**config.mk**
```make
export PLATFORM = sky130hd
export DESIGN_NAME = mem_interface
export DESIGN_NICKNAME = d
export VERILOG_FILES = /design/src/rtl/cpu_pkg.sv /design/src/rtl/mdr_reg.sv /design/src/rtl/mem_interface.sv
export SDC_FILE = /design/constraint.sdc
export NUM_CORES = 1
export LEC_CHECK = 0
export CELL_PAD_IN_SITES_DETAIL_PLACEMENT = 1
export CELL_PAD_IN_SITES_GLOBAL_PLACEMENT = 2
export CORE_MARGIN = 2
export CORE_UTILIZATION = 41
export CTS_CLUSTER_DIAMETER = 200
export CTS_CLUSTER_SIZE = 20
export DETAILED_ROUTE_END_ITERATION = 10
export DONT_BUFFER_PORTS = 1
export PLACE_DENSITY = 0.93
export SLEW_MARGIN = 20
export SYNTH_ARGS = -nofsm -noshare
export SYNTH_HDL_FRONTEND = slang
export SYNTH_SLANG_ARGS = --single-unit
export TNS_END_PERCENT = 20
```
**constraint.sdc**
```tcl
create_clock -name Clock -period 4.02 [get_ports Clock]
set_clock_uncertainty 0.1 [all_clocks]
set_input_delay 0.804 -clock Clock [delete_from_list [all_inputs] [get_ports Clock]]
set_output_delay 0.804 -clock Clock [all_outputs]
set_load 0.02 [all_outputs]
```
**src/rtl/cpu_pkg.sv**
```systemverilog
// Shared CPU datapath constants and the memory-interface state encoding.
package cpu_pkg;

    localparam int DATA_W = 32;
    localparam int ADDR_W = 9;

    typedef enum logic [2:0] {
        IDLE     = 3'd0,
        RD_ISSUE = 3'd1,
        RD_WAIT  = 3'd2,
        WR_ISSUE = 3'd3,
        DONE     = 3'd4
    } mem_state_t;

endpackage

```
**src/rtl/mdr_reg.sv**
```systemverilog
// Memory data register: loads from the internal bus or from RAM read data.
// A RAM capture always takes priority over a bus load on the same edge.
module mdr_reg #(
    parameter int DATA_W = 32
) (
    input  logic              i_clk,
    input  logic              i_rst_n,
    input  logic [DATA_W-1:0] i_bus_data,
    input  logic [DATA_W-1:0] i_mem_data,
    input  logic              i_bus_load,
    input  logic              i_mem_load,
    output logic [DATA_W-1:0] o_q
);

    logic [DATA_W-1:0] r_mdr;

    // MDR update: memory capture first, then bus load, otherwise hold.
    always_ff @(posedge i_clk or negedge i_rst_n) begin
        if (!i_rst_n) begin
            r_mdr <= '0;
        end else if (i_mem_load) begin
            r_mdr <= i_mem_data;
        end else if (i_bus_load) begin
            r_mdr <= i_bus_data;
        end
    end

    assign o_q = r_mdr;

endmodule

```
**src/rtl/mem_interface.sv**
```systemverilog
// Memory-side datapath stage: MAR/MDR ownership and a four-phase handshake
// that turns level-held Read/Write into single-cycle RAM strobes.
// Optional feature macro: MEM_BOUNDS_CHECK_EN (out-of-range MAR faults
// instead of wrapping; Mem_Fault stays 0 when the macro is undefined).
module mem_interface #(
    parameter int DATA_W     = cpu_pkg::DATA_W,
    parameter int ADDR_W     = cpu_pkg::ADDR_W,
    parameter int RD_LATENCY = 1
) (
    input  logic              Clock,
    input  logic              Reset,
    input  logic [DATA_W-1:0] BusMuxOut,
    input  logic              MARin,
    input  logic              MDRin,
    input  logic              Read,
    input  logic              Write,
    output logic [DATA_W-1:0] MDR_q,
    output logic [ADDR_W-1:0] ram_addr,
    output logic [DATA_W-1:0] ram_wdata,
    output logic              ram_re,
    output logic              ram_we,
    input  logic [DATA_W-1:0] ram_rdata,
    output logic              Mem_Ready,
    output logic              Mem_Fault
);

    import cpu_pkg::*;

    localparam int               CNT_W    = $clog2(RD_LATENCY + 1);
    localparam logic [CNT_W-1:0] CNT_LOAD = CNT_W'(RD_LATENCY - 1);

`ifdef MEM_BOUNDS_CHECK_EN
    localparam bit BOUNDS_EN = 1'b1;
`else
    localparam bit BOUNDS_EN = 1'b0;
`endif

    mem_state_t        r_state;
    logic [DATA_W-1:0] r_mar;
    logic [ADDR_W-1:0] r_addr;
    logic [CNT_W-1:0]  r_cnt;
    logic              r_fault;

    logic              w_mar_hi;
    logic              w_oob;
    logic              w_mdr_mem_load;
    logic              w_mdr_bus_load;

    // Upper MAR bits only matter when the bounds check is built in;
    // otherwise the address simply wraps modulo the RAM size.
    assign w_mar_hi = |r_mar[DATA_W-1:ADDR_W];
    assign w_oob    = w_mar_hi & BOUNDS_EN;

    // Capture RAM data on the last wait cycle; bus loads are blocked while a
    // read is in flight, except that a write accepted from IDLE takes the bus
    // value on its acceptance edge even if Read is also high.
    assign w_mdr_mem_load = (r_state == RD_WAIT) && (r_cnt == '0);
    assign w_mdr_bus_load = MDRin && (r_state != RD_WAIT) &&
                            (!Read || ((r_state == IDLE) && Write));

    // MAR loads from the bus in every state; ram_addr keeps its own copy.
    always_ff @(posedge Clock or negedge Reset) begin
        if (!Reset) begin
            r_mar <= '0;
        end else if (MARin) begin
            r_mar <= BusMuxOut;
        end
    end

    // Transaction FSM with latched address, latency counter and sticky fault.
    always_ff @(posedge Clock or negedge Reset) begin
        if (!Reset) begin
            r_state <= IDLE;
            r_addr  <= '0;
            r_cnt   <= '0;
            r_fault <= 1'b0;
        end else begin
            case (r_state)
                IDLE: begin
                    if (Read || Write) begin
                        r_addr <= r_mar[ADDR_W-1:0];
                        if (w_oob) begin
                            r_state <= DONE;
                            r_fault <= 1'b1;
                        end else if (Write) begin
                            r_state <= WR_ISSUE;
                        end else begin
                            r_state <= RD_ISSUE;
                        end
                    end
                end
                RD_ISSUE: begin
                    r_cnt   <= CNT_LOAD;
                    r_state <= RD_WAIT;
                end
                RD_WAIT: begin
                    if (r_cnt == '0) begin
                        r_state <= DONE;
                    end else begin
                        r_cnt <= r_cnt - 1'b1;
                    end
                end
                WR_ISSUE: begin
                    r_state <= DONE;
                end
                DONE: begin
                    if (!Read && !Write) begin
                        r_state <= IDLE;
                    end
                end
                default: begin
                    r_state <= IDLE;
                end
            endcase
        end
    end

    mdr_reg #(
        .DATA_W (DATA_W)
    ) u_mdr (
        .i_clk      (Clock),
        .i_rst_n    (Reset),
        .i_bus_data (BusMuxOut),
        .i_mem_data (ram_rdata),
        .i_bus_load (w_mdr_bus_load),
        .i_mem_load (w_mdr_mem_load),
        .o_q        (MDR_q)
    );

    // Strobes and ready decode straight from state, so reset clears them at once.
    assign ram_re    = (r_state == RD_ISSUE);
    assign ram_we    = (r_state == WR_ISSUE);
    assign Mem_Ready = (r_state == DONE);
    assign ram_addr  = r_addr;
    assign ram_wdata = MDR_q;
    assign Mem_Fault = r_fault;

endmodule

```
# Word-level counts from Yosys, hierarchy flattened
# Cells that the tools add are included.
# word_totals
reg_bits	54
inputBits	70
out_inout_bits	77
elab_cells	38
# op_classes
addsub	1
eq_ne	8
muxes	9
bitwise	1
n_reduce_logical	14
# ops
cell	count
2-to-1 mux 32 bit	2
case mux 3 bit (5 select lines)	1
2-to-1 mux 3 bit	3
== test 3 x 2 -> 1 bit, second input constant	2
logical AND 1 bit	5
inequality test 2 x 1 -> 1 bit, second input constant	2
nonzero test 2 bit	2
== test 3 x 1 -> 1 bit, second input constant	1
== test 3 bit, second input constant	1
logical NOT 3 bit	1
inequality test 3 x 2 -> 1 bit, second input constant	1
AND reduction 3 bit	1
logical NOT 1 bit	2
logical OR 1 bit	2
2-to-1 mux 2 bit	1
inequality test 2 bit, second input constant	1
case mux 1 bit (2 select lines)	1
AND reduction 2 bit	1
2-to-1 mux 1 bit	1
NOT 1 bit	1
subtractor 1 bit, second input constant	1

# Logic depth before layout (Yosys ltp)
# Gate-level depths: netlist of run 1.
# depth
ltp_word	6
depth_mapped	5
mapped_depth_nobuf	3

# Cells and area by module
# A second synthesis of run 1 with hierarchy kept.
# unflattened
hier_cells	229
area_unflattened_um2	2607.5
# by_module_without_submodules
module	n_inst	cells_each	area_per_inst_um2	seq_area_each_um2
mdr_reg	1	139	1515.2	800.8
mem_interface	1	90	1092.3	525.5

# Worst setup path after synthesis of run 1
# Ideal clock, no wire load.
# synth_timing
path_kind	input to register
startpoint	input MDRin
endpoint	register u_mdr.r_mdr[19], in the netlist u_mdr.o_q[19]
setup_ns	0.125
arrival_ns	1.778
required_time_ns	3.795
path_slack_ns	2.018
cell_stages	4
path_cell_list	a21oi_1 -> o32ai_2 -> buf_4 -> mux2_2
# synth_between
elab_chain_cells	3
# synth_rtl
element	line	text
start: declaration	mem_interface.sv:14	input logic MDRin,
logical AND 1 bit (2 in series)	mem_interface.sv:58	assign w_mdr_bus_load = MDRin && (r_state != RD_WAIT) &&
nonzero test 2 bit (no line)	--	
end signal: assignment	mdr_reg.sv:22	r_mdr <= i_mem_data;
end signal: assignment	mdr_reg.sv:24	r_mdr <= i_bus_data;
end: declaration	mdr_reg.sv:15	logic [DATA_W-1:0] r_mdr;
# Every way passes these cells.
# A chain may end at the register's enable or synchronous reset.

# Worst setup path in the final report of run 1
# layout_timing
startpoint	register r_state[0]
endpoint	output ram_re
# layout_between
elab_chain_cells	1
# layout_rtl
element	line	text
start: declaration	mem_interface.sv:38	mem_state_t r_state;
start signal: assignment	mem_interface.sv:73	r_state <= IDLE;
start signal: assignment	mem_interface.sv:83	r_state <= DONE;
start signal: assignment	mem_interface.sv:86	r_state <= WR_ISSUE;
== test 3 x 1 -> 1 bit	mem_interface.sv:131	assign ram_re = (r_state == RD_ISSUE);
end: declaration	mem_interface.sv:20	output logic ram_re,
# Every way passes these cells.

==> flow_summary.ini, run 1 <==
[die]
design.core.area_sq_um = 6310
die_width_microns = 84.6
fp-row-count = 29
dieHeight_microns = 84.6
io_pins = 147
start_util_pct = 42.2
die_area_sq_um = 7160

[place]
port_buffers = 0
dpl.hpwl_microns = 3980
gp_congestion = 0.653

[worst_setup_path]
crit_type = flop to output pin
end_kind = output pin
startpoint = r_state[0]$_DFFE_PN0P_
startpoint_type = flop
critPathRequiredTime_ps = 3120
arrival_ps = 1540
path_cells = inv_1 -> nor3_1
reg2regPathDepth = 4
critPathMaxStageDelay_ps = 570
regToRegStartpoint = r_state[2]$_DFFE_PN0P_
worstPathMaxFanout = 8
r2r_slack_ps = 1860
r2r_end = u_mdr.o_q[24]$_DFFE_PN0P_
crit_path_top_delay_cell = nor3_1

[global_routing]
gr-usage-all-layers_pct = 15.0
grt_pass1_vias = 1580
use_met3_pct = 6.39
use_met2_pct = 26.9
grt_util_met1_pct = 16.4
grt_overflow_total = 0
grt_max_degree = 54
antenna_found_initial = 0
busiest_layer = met2
grt_pass1_wl_microns = 8340

[route]
firstDrtPassIters = 4
drtIter0Drc = 37
drt-wirelength-per-cell_microns = 22.0
wirelength_microns = 5340
drcViolationCount = 0
drtAntennaViolNets = 0
num_vias = 1406
post_drt_via_cell_ratio = 5.79

[logic_synthesis]
synthXorXnorAreaFrac_pct = 0
synth_top_cell_area_share_pct = 49.8
synth.most_common_cell = mux2_2
synth_fa_ha_area_share_pct = 0
synthTopCellsByCount = mux2_2, dfrtp_1, buf_4, a221o_1, and2_1
yosys_warnings = 0
syn_inst = 196
synth_edf_count = 0
yosys.area.top_type = dfrtp_1
syn_area_sq_um = 2670
synth_mux_area_share_pct = 27.0
async_flop_share_pct = 100
ys_seq_area_share_pct = 49.8
synthSimpleGateAreaFrac_pct = 5.12
synth_cell_types = 23
avgSynthCellArea_sq_um = 13.6
synth_top_family_by_area = multiplexers
synth_seq_cells = 53
synth.area.top_cells = dfrtp_1, mux2_2, buf_4, a221o_1, and2_1
syn_nets = 266
synthFlopType = dfrtp_1
synth_compound_area_share_pct = 5.77

[sta]
min_period_over_period_pct = 60.9
post-route-min-period_ps = 2450
rsz0062_at_grt = false
max_freq_mhz = 409
holdWs_ps = 89.4
drv_slew = 0
tightestPinTransition_ps = 723
relSlewSlack_pct = 51.4
finalSetupViolations = 0
final.setup.tns_ps = 0
hold_viol = 0

[clocking]
htree_levels = 2
ctsResizeCount = 0
cts_tree = yes
cts-root-buf = clkbuf_8
clock_sinks = 53
cts_made_buffers = 5
worstSkewPairLatency_ps = 300
post_cts_buffers = 0
path_clk_slew_ps = 100
cts_hold_buf = 0
ctsLongestPathBuffers = 2

[hold_path]
hp-class = primary input to async pin

[power_and_ir_drop]
p_leak_uw = 0.00105
p_per_area_nw_per_um2 = 931
vdd_drop_max_mv = 0.367

[final_layout]
final_layout_size_suffix_gt1_share_pct = 46.4
fillers = 651
final_nets = 235
antenna_cells = 0
area_growth_pct = -3.19
final_util_pct = 40.9

[flow_run]
cap_violations = 0

[status]
outcome = completed
## metal layers
metal  vias to the layer above  routed length [microns]
met4                         0                       35
met3                         4                      518
met5                         -                        0
li1                        594                        -
met2                        96                     2820
met1                       712                     1970
## layout by cell type (no fill, tap or decap)
cell	Yosys	layout
mux2_2	61	61
dfrtp_1	53	53
and2_1	9	9
a221o_1	9	9
clkbuf_8	0	5
nor2_1	3	3
mux2_1	3	3
inv_1	2	2
nor3_1	2	2
nand2b_1	2	2
clkinv_2	0	2
buf_4	36	2
nor3b_4	1	1
a21oi_1	1	1
o32ai_4	0	1
o21bai_1	1	1
nor3_4	1	1
o21ai_0	1	1
o32a_1	1	1
or3b_4	1	1
a211oi_4	1	1
conb_1	1	1
clkbuf_1	2	1
buf_8	0	1
buf_6	3	1
## final cells by class
class / instances / area [sq um] / share of cell area, %
Tap cell: 77 / 96.3 / 3.73
Inverter: 2 / 7.51 / 0.291
Sequential cell: 53 / 1330 / 51.4
Multi-Input combinational cell: 99 / 1030 / 39.8
Clock buffer: 6 / 72.6 / 2.81
Clock inverter: 2 / 10.0 / 0.388
Timing Repair Buffer: 4 / 41.3 / 1.60
## power breakdown
group	switching (uW)	internal [uW]	total, uW
registers	727	758	1490
clock network	172	121	294
logic	245	377	622
## state kept, by name (all words and copies together), names as in the netlist
name       count
ram_addr       9
r_mar          9
r_state        3
u_mdr.o_q     32
## logic make-up (layout without fill, tap and decap cells)
group                  Yosys count  in the layout
multiplexers                    64             64
other                            1              1
buffers and inverters           44             14
flip-flops                      53             53
AO/OA/AOI/OAI                   15             15
AND/OR/NAND/NOR                 19             19
## worst max-delay path, delay by kind of cell, from the launching register on
| family | cells | cell delay (ps) |
|---|---|---|
| buf+inv | 1 | 110 |
| flops | 1 | 560 |
| simple gates | 1 | 570 |
## metrics by stage
stage	setup slack [ps]	std cells	total power, uW	area, sq um
2_1_floorplan	2020	196	2200	2670
3_3_place_gp	1560	233	2090	2470
3_5_place_dp	1550	234	2130	2480
4_1_cts	1560	242	2430	2560
5_1_grt	1490	243	2550	2580
6_report	1570	243	2400	2580
## how the worst max path moves through the flow
stage / to / slack (ps)
2_1_floorplan: u_mdr.o_q[19]$_DFFE_PN0P_ / 2020
3_3_place_gp: u_mdr.o_q[9]$_DFFE_PN0P_ / 1560
3_5_place_dp: u_mdr.o_q[19]$_DFFE_PN0P_ / 1550
4_1_cts: ram_re / 1560
5_1_grt: ram_re / 1490
6_report: ram_re / 1570
Power figures use the tool's default switching activity.
==> inputs of run 2 (changes only) <==
- CORE_UTILIZATION: 41 -> 38
- PLACE_DENSITY: 0.93 -> 0.87
- clock period: 4.02 -> 2.35 ns (I/O delays scaled with it)
==> flow_summary.ini, run 2 (same netlist as run 1, synthesis figures left out) <==
[worst_setup_path]
crit_path_top_delay_cell = dfrtp_1
critPathMaxStageDelay_ps = 550
path_cells = nand2b_1 -> nor2_1
regToRegStartpoint = r_state[2]$_DFFE_PN0P_
crit_type = flop to output pin
reg2regPathDepth = 4
worstPathMaxFanout = 9
r2r_slack_ps = 400
arrival_ps = 1400
startpoint_type = flop
critPathRequiredTime_ps = 1780
r2r_end = u_mdr.o_q[9]$_DFFE_PN0P_
end_kind = output pin

[final_layout]
final_layout_size_suffix_gt1_share_pct = 47.0
largest_reg_flops = 32
layout_commonest_cell = mux2_2
area_growth_pct = -0.892
antenna_cells = 0
mostFrequentLayoutCells = mux2_2, dfrtp_1, and2_1, a221o_1, clkbuf_8
final_nets = 237

[die]
die_area_sq_um = 7700
die_width_microns = 87.7
fp-row-count = 30
io_pins = 147
dieHeight_microns = 87.7
start_util_pct = 39.2
design.core.area_sq_um = 6790

[global_routing]
gr-usage-all-layers_pct = 13.2
grt_max_degree = 54
grt_pass1_wl_microns = 7800
antenna_found_initial = 0
grt_pass1_vias = 1499
grt_overflow_total = 0

[clocking]
cts_tree = yes
clock_sinks = 53
worstSkewPairLatency_ps = 310
cts-root-buf = clkbuf_8
post_cts_buffers = 0
htree_levels = 2
path_clk_slew_ps = 100
ctsLongestPathBuffers = 2
cts_made_buffers = 5

[hold_path]
worstHoldStart = BusMuxOut[1]
holdPathStages = 1
hp-class = primary input to flop
worstHoldEndpoint = u_mdr.o_q[1]$_DFFE_PN0P_

[route]
drcViolationCount = 0
wirelength_microns = 5120
drtAntennaViolNets = 0
drt-wirelength-per-cell_microns = 19.4
num_vias = 1406
post_drt_via_cell_ratio = 5.33
firstDrtPassIters = 4
drtIter0Drc = 26

[place]
port_buffers = 0
dpl.hpwl_microns = 3680
place_ws_ps = 391
gp_congestion = 0.623

[sta]
finalSetupViolations = 0
relSlewSlack_pct = 63.8
final.setup.tns_ps = 0
hold_viol = 0
holdWs_ps = 198
rsz0062_at_grt = false
drv_slew = 0
tightestPinTransition_ps = 541
worst_slack_ps = 379
max_freq_mhz = 507
min_period_over_period_pct = 83.9
post-route-min-period_ps = 1970

[power_and_ir_drop]
p_leak_uw = 0.00106
p_per_area_nw_per_um2 = 1560
vdd_drop_max_mv = 0.473

[flow_run]
cap_violations = 0

[status]
outcome = completed
-- run 2: critical path: cells and delay by family (launching register included) --
kind             cells  cell delay (ps)
and+or+nand+nor      2              550
DFF                  1              550
-- run 2: what timing repair did --
item                                   in CTS  in global routing
endpoints found under the hold margin      53                  0
resized for setup                           0                  0
hold buffers                                2                  0
-- run 2: cell type report --
class | count | area [sq um]
Clock buffer | 5 | 68.8
Clock inverter | 3 | 25.0
Fill cell | 698 | 4150
Inverter | 2 | 7.51
Multi-Input combinational cell | 99 | 1030
Sequential cell | 53 | 1330
Tap cell | 96 | 120
Timing Repair Buffer | 6 | 67.6
-- run 2: power breakdown --
part / internal, uW / switching, uW / total, uW
Combinational: 634 / 428 / 1060
Clock: 218 / 314 / 532
Sequential: 1300 / 1240 / 2540
-- run 2: worst max-delay path by stage --
stage                                      start                        end  cells past startpoint
after CTS                 r_state[2]$_DFFE_PN0P_                     ram_we                      2
after floorplan           r_state[2]$_DFFE_PN0P_  u_mdr.o_q[24]$_DFFE_PN0P_                      5
after global placement    r_state[2]$_DFFE_PN0P_   u_mdr.o_q[9]$_DFFE_PN0P_                      4
after detailed placement  r_state[2]$_DFFE_PN0P_   u_mdr.o_q[9]$_DFFE_PN0P_                      4
after global routing      r_state[2]$_DFFE_PN0P_                  Mem_Ready                      2
final                     r_state[2]$_DFFE_PN0P_                     ram_we                      2
-- run 2: routing by layer --
metal  wire length [microns]  up-vias  track usage, %
li1                        -      593               -
met1                    1950      706            14.6
met2                    2580      102            23.6
met3                     539        5            5.28
met4                      48        0            3.50
met5                       0        -               0
-- run 2: metrics by stage --
step                      cell area, sq um  utilization [%]  std cells  total power [uW]
after floorplan                       2670                -        196              3770
after global placement                2510             36.9        254              3570
after detailed placement              2510             36.9        254              3630
after CTS                             2640             38.9        264              4210
after global routing                  2640             38.9        264              4400
final                                 2640             38.9        264              4130
